`config.mk`:
```
export PLATFORM = sky130hd
export DESIGN_NAME = hci_starvation_ctrl
export DESIGN_NICKNAME = d
export VERILOG_FILES = /design/src/rtl/hci_package.sv /design/src/rtl/hci_starvation_bank.sv /design/src/rtl/hci_starvation_ctrl.sv
export SDC_FILE = /design/constraint.sdc
export NUM_CORES = 1
export LEC_CHECK = 0
export CORE_MARGIN = 2
export CORE_UTILIZATION = 55
export CTS_CLUSTER_SIZE = 30
export DETAILED_ROUTE_END_ITERATION = 10
export GPL_TIMING_DRIVEN = 0
export PLACE_DENSITY = 0.85
export SYNTH_ARGS = -nofsm -noshare
export SYNTH_HDL_FRONTEND = slang
export SYNTH_SLANG_ARGS = --single-unit
```
`constraint.sdc`:
```
create_clock -name clk_i -period 19.75 [get_ports clk_i]
set_input_delay 3.95 -clock clk_i [delete_from_list [all_inputs] [get_ports clk_i]]
set_output_delay 3.95 -clock clk_i [all_outputs]
set_load 0.01 [all_outputs]
```
`src/rtl/hci_package.sv`:
```
// Shared types and defaults for the HCI anti-starvation priority controller.
package hci_package;

  typedef enum logic {
    NORMAL = 1'b0,
    BOOST  = 1'b1
  } hci_starv_state_e;

  localparam int unsigned HCI_STARV_DEFAULT_CNT_W = 8;

endpackage

```
`src/rtl/hci_starvation_bank.sv`:
```
// One bank's starvation watchdog: stall counter plus NORMAL/BOOST FSM.
// boost_evt_o pulses in the cycle whose closing edge enters BOOST.
//
//   state  | meaning
//   NORMAL | low side competes normally, stall cycles are counted
//   BOOST  | low side favoured until it is granted or withdraws
module hci_starvation_bank
  import hci_package::*;
#(
  parameter int unsigned CNT_W = HCI_STARV_DEFAULT_CNT_W
) (
  input  logic             clk_i,
  input  logic             rst_i,
  input  logic             clear_i,
  input  logic             enable_i,
  input  logic [CNT_W-1:0] max_stall_i,
  input  logic             req_low_i,
  input  logic             gnt_low_i,
  output logic             prio_low_o,
  output logic [CNT_W-1:0] stall_cnt_o,
  output logic             boost_evt_o
);

  hci_starv_state_e r_state;
  hci_starv_state_e w_state_nxt;
  logic [CNT_W-1:0] r_cnt;
  logic [CNT_W-1:0] w_cnt_nxt;
  logic [CNT_W:0]   w_cnt_inc;
  logic             w_stall;
  logic             w_active;
  logic             w_hit;
  logic             w_boost;

  assign w_stall   = req_low_i & ~gnt_low_i;
  assign w_active  = enable_i & (max_stall_i != '0);
  // One bit wider so the >= compare sees cnt+1 without wrapping.
  assign w_cnt_inc = {1'b0, r_cnt} + {{CNT_W{1'b0}}, 1'b1};
  assign w_hit     = (w_cnt_inc >= {1'b0, max_stall_i});

  always_ff @(posedge clk_i or posedge rst_i) begin
    if (rst_i) begin
      r_state <= NORMAL;
      r_cnt   <= '0;
    end else begin
      r_state <= w_state_nxt;
      r_cnt   <= w_cnt_nxt;
    end
  end

  always_comb begin
    w_state_nxt = r_state;
    w_cnt_nxt   = '0;
    w_boost     = 1'b0;
    if (clear_i || !w_active) begin
      w_state_nxt = NORMAL;
    end else begin
      case (r_state)
        NORMAL: begin
          if (w_stall) begin
            if (w_hit) begin
              w_state_nxt = BOOST;
              w_boost     = 1'b1;
            end else if (w_cnt_inc[CNT_W]) begin
              w_cnt_nxt = '1;
            end else begin
              w_cnt_nxt = w_cnt_inc[CNT_W-1:0];
            end
          end
        end
        BOOST: begin
          if (gnt_low_i || !req_low_i) w_state_nxt = NORMAL;
        end
        default: w_state_nxt = NORMAL;
      endcase
    end
  end

  always_comb begin
    prio_low_o  = (r_state == BOOST);
    stall_cnt_o = r_cnt;
    boost_evt_o = w_boost;
  end

endmodule

```
`src/rtl/hci_starvation_ctrl.sv`:
```
// Per-bank anti-starvation priority override for the log-interconnect / HWPE
// bank arbiters, with a saturating global count of boost events.
module hci_starvation_ctrl
  import hci_package::*;
#(
  parameter int unsigned N_MEM = 16,
  parameter int unsigned CNT_W = HCI_STARV_DEFAULT_CNT_W,
  parameter int unsigned EVT_W = 32
) (
  input  logic                   clk_i,
  input  logic                   rst_i,
  input  logic                   clear_i,
  input  logic                   enable_i,
  input  logic [CNT_W-1:0]       max_stall_i,
  input  logic [N_MEM-1:0]       req_high_i,
  input  logic [N_MEM-1:0]       req_low_i,
  input  logic [N_MEM-1:0]       gnt_low_i,
  output logic [N_MEM-1:0]       prio_low_o,
  output logic [N_MEM*CNT_W-1:0] stall_cnt_o,
  output logic [EVT_W-1:0]       evt_cnt_o
);

  localparam int unsigned SUM_W = EVT_W + $clog2(N_MEM + 1);
  localparam logic [SUM_W-1:0] EVT_MAX = {{(SUM_W-EVT_W){1'b0}}, {EVT_W{1'b1}}};

  logic [N_MEM-1:0] w_boost_evt;
  logic [SUM_W-1:0] w_pop;
  logic [SUM_W-1:0] w_evt_sum;
  logic [EVT_W-1:0] r_evt_cnt;
  logic             w_unused_req_high;

  // High-side requests do not steer the override; kept on the port for visibility.
  assign w_unused_req_high = ^req_high_i;

  for (genvar gi = 0; gi < N_MEM; gi++) begin : g_bank
    hci_starvation_bank #(
      .CNT_W (CNT_W)
    ) u_bank (
      .clk_i       (clk_i),
      .rst_i       (rst_i),
      .clear_i     (clear_i),
      .enable_i    (enable_i),
      .max_stall_i (max_stall_i),
      .req_low_i   (req_low_i[gi]),
      .gnt_low_i   (gnt_low_i[gi]),
      .prio_low_o  (prio_low_o[gi]),
      .stall_cnt_o (stall_cnt_o[gi*CNT_W +: CNT_W]),
      .boost_evt_o (w_boost_evt[gi])
    );
  end

  always_comb begin
    w_pop = '0;
    for (int ii = 0; ii < N_MEM; ii++) begin
      w_pop = w_pop + {{(SUM_W-1){1'b0}}, w_boost_evt[ii]};
    end
    w_evt_sum = {{(SUM_W-EVT_W){1'b0}}, r_evt_cnt} + w_pop;
  end

  always_ff @(posedge clk_i or posedge rst_i) begin
    if (rst_i) begin
      r_evt_cnt <= '0;
    end else if (clear_i) begin
      r_evt_cnt <= '0;
    end else if (w_evt_sum > EVT_MAX) begin
      r_evt_cnt <= '1;
    end else begin
      r_evt_cnt <= w_evt_sum[EVT_W-1:0];
    end
  end

  assign evt_cnt_o = r_evt_cnt;

endmodule

```
==> run metrics <==
status completed; Tightest Pin Transition 1.20 ns; largest net degree at the start of global routing 119; area grow syn2layout 26.0%; Min-Delay Endpoint g_bank[15].u_bank.stall_cnt_o[0]; WL per Instance 18.7 um; Achievable Freq 89.4 MHz; Post-Syn Area 0.0120 mm^2; sequential share of the synthesized area 0.368; Mapped Cells 1205; length in cells of the worst reg-to-reg path 21; CTS Buf Count 17; global-route wire length before repair 50.6 mm; routability cong. 0.867; Hold Crit Class flop to flop; via density per instance 5.89; area leader, netlist dfrtp_1; postcts setup bufs 0; Final Power 0.752 mW; DR iter-0 viols 586; EDFF count, synth 0; Final Core Density 0.711; root buf cell clkbuf_16; Post-layout nets 1667; Inserted Diodes 0; cts repair resizes 0; RSZ-0062 raised after global routing false; minimum clock period 11.18 ns; FF-to-FF End evt_cnt_o[31]; DRT Wirelength 32.3 mm; Post-route DRC 0; clk buf depth 2; final hold viol count 0; IR Drop Worst-Case VDD 0.0505 mV; Synth Flop Type dfrtp_1; share of layout cells above drive strength 1 0.0536; CP Capture Type flop; placement row count 53; Synth top cells by count dfrtp_1 (176), ha_1 (152), nor2_1 (81), nor2b_1 (72), nand3_1 (65); vias in the first global route 9990; async set-reset flop share out of synthesis 1.00; Die H 152 um; global route overflow 0; CTS hold repair buffers 0; clk_skew 0.0143 ns; Initial Utilization 0.564; Hold WS 0.519 ns; Die W 152 um; Yosys warning count 0; Worst Path Required 20.06 ns; HPWL Detailed 23.6 mm; Finished Cell Area 0.0151 mm^2; Crit path arrival time 11.49 ns; Yosys cell types 65; Max FO, Critical Path 17; final setup vio count 0; setup TNS 0 ns; synthesized flop and latch total 176; num ports 236; DR pass1 iterations 5; CTS tree built; R2R Path Start g_bank[8].u_bank.stall_cnt_o[0]; core area 0.0212 mm^2; CTS H-tree lvls 4; MaxCap Viol Count 0; R2R setup slack 12.81 ns; Skew-Pair Late Insertion Delay 0.43 ns; IO buf count 218; Worst Hold Depth 1; Fillers 1564; gr usage total 0.283; Slew Limit Fails 0; Slew Limit Headroom 0.195; Setup CP Type input pin to flop; Post-Synthesis Net Count 1429; area occupied by multi-input gates 0.00714 mm^2; vias 10200; area share of the largest cell type after synthesis 0.368; power per cell area 49.8 mW/mm^2; most common cell in the netlist dfrtp_1; final worst-path cycle share 0.566; mean cell area of the mapped netlist 9.94 um^2; top post-synthesis cells by area dfrtp_1 (37%), ha_1 (16%), xnor2_1 (4.2%), xor2_1 (3.9%), nor2b_1 (3.8%); flip-flop and latch area 0.00440 mm^2; initial antenna violation count 1; clk sinks 176; hold path startpoint g_bank[15].u_bank.stall_cnt_o[0]; CTS clk-pin slew, worst paths 0.07 ns; CP Launch Type input pin; Die ar. 0.0230 mm^2; placed instance area 0.0145 mm^2; Final ANT Viol Nets 0; Leak 7.27 nW
==> power by group <==
part           switching, mW  internal, mW
clock network          0.152         0.178
logic                 0.0364        0.0229
registers            0.00176         0.361
total                  0.190         0.562
==> stage by stage <==
step / cells / setup slack (ns)
2_1_floorplan: 1205 / 9.97
3_3_place_gp: 1698 / 8.22
3_5_place_dp: 1699 / 8.09
4_1_cts: 1730 / 8.55
5_1_grt: 1730 / 8.34
6_report: 1730 / 8.57
==> worst max-delay path by stage <==
stage / start / endpoint / slack, ns / depth (start not counted)
after CTS: max_stall_i[0] / evt_cnt_o[31] / 8.55 / 20
after global routing: max_stall_i[0] / evt_cnt_o[31] / 8.34 / 20
after global placement: max_stall_i[0] / evt_cnt_o[31] / 8.22 / 20
final: max_stall_i[0] / evt_cnt_o[31] / 8.57 / 20
after detailed placement: max_stall_i[0] / evt_cnt_o[31] / 8.09 / 20
after floorplan: max_stall_i[5] / evt_cnt_o[31] / 9.97 / 21
==> layout make-up <==
class                      count  area share
timing repair buffer         219       0.146
clock buffer                  19      0.0293
tap                          275      0.0228
buffer                        30      0.0138
multi-input combinational    940       0.473
sequential                   176       0.292
clock inverter                12     0.00730
inverter                      59      0.0152
==> state kept, by name, indices dropped and copies added, names as in the netlist <==
register,count
evt_cnt_o,32
g_bank.u_bank.prio_low_o,16
g_bank.u_bank.stall_cnt_o,128
==> logic make-up (layout without fill, tap and decap cells) <==
group | after synthesis | after routing | share of synthesized area
flip-flops | 176 | 176 | 0.368
adder cells (fa/ha/maj) | 164 | 164 | 0.179
AO/OA/AOI/OAI | 209 | 209 | 0.124
XOR/XNOR | 111 | 111 | 0.0812
multiplexers | 2 | 2 | 0.00167
buffers and inverters | 89 | 339 | 0.0359
AND/OR/NAND/NOR | 454 | 454 | 0.211
==> layout by cell type (no fill, tap or decap), drive strengths merged, types with 32 or more instances in the layout <==
cell,n
a21o,44
a21oi,59
clkdlybuf4s50,218
dfrtp,176
ha,152
inv,63
nand2,54
nand3,66
nor2,81
nor2b,72
nor3,32
xnor2,57
xor2,54
==> routing by layer <==
| metal | GRT usage | part of all wire |
|---|---|---|
| met3 | 0.0578 | 0.068 |
| met2 | 0.482 | 0.49 |
| met5 | 0 | 0.00040 |
| met4 | 0.0912 | 0.024 |
| met1 | 0.362 | 0.42 |
==> critical path: stages <==
cell and delay (ns):
clkdlybuf4s50_1 1.05, or4_1 0.80, o21ai_2 0.60, buf_4 0.38, nor3_2 0.14, and2_1 0.22, fa_1 0.48, inv_1 0.05
fa_1 0.50, fa_1 0.56, inv_1 0.06, fa_1 0.50, fa_1 0.47, fa_1 0.44, a211oi_1 0.32, o21ba_1 0.19
buf_6 0.15, nor4_4 0.07, and2_1 0.17, or3_1 0.36
No activity file was read; power rests on OpenSTA's default activity.
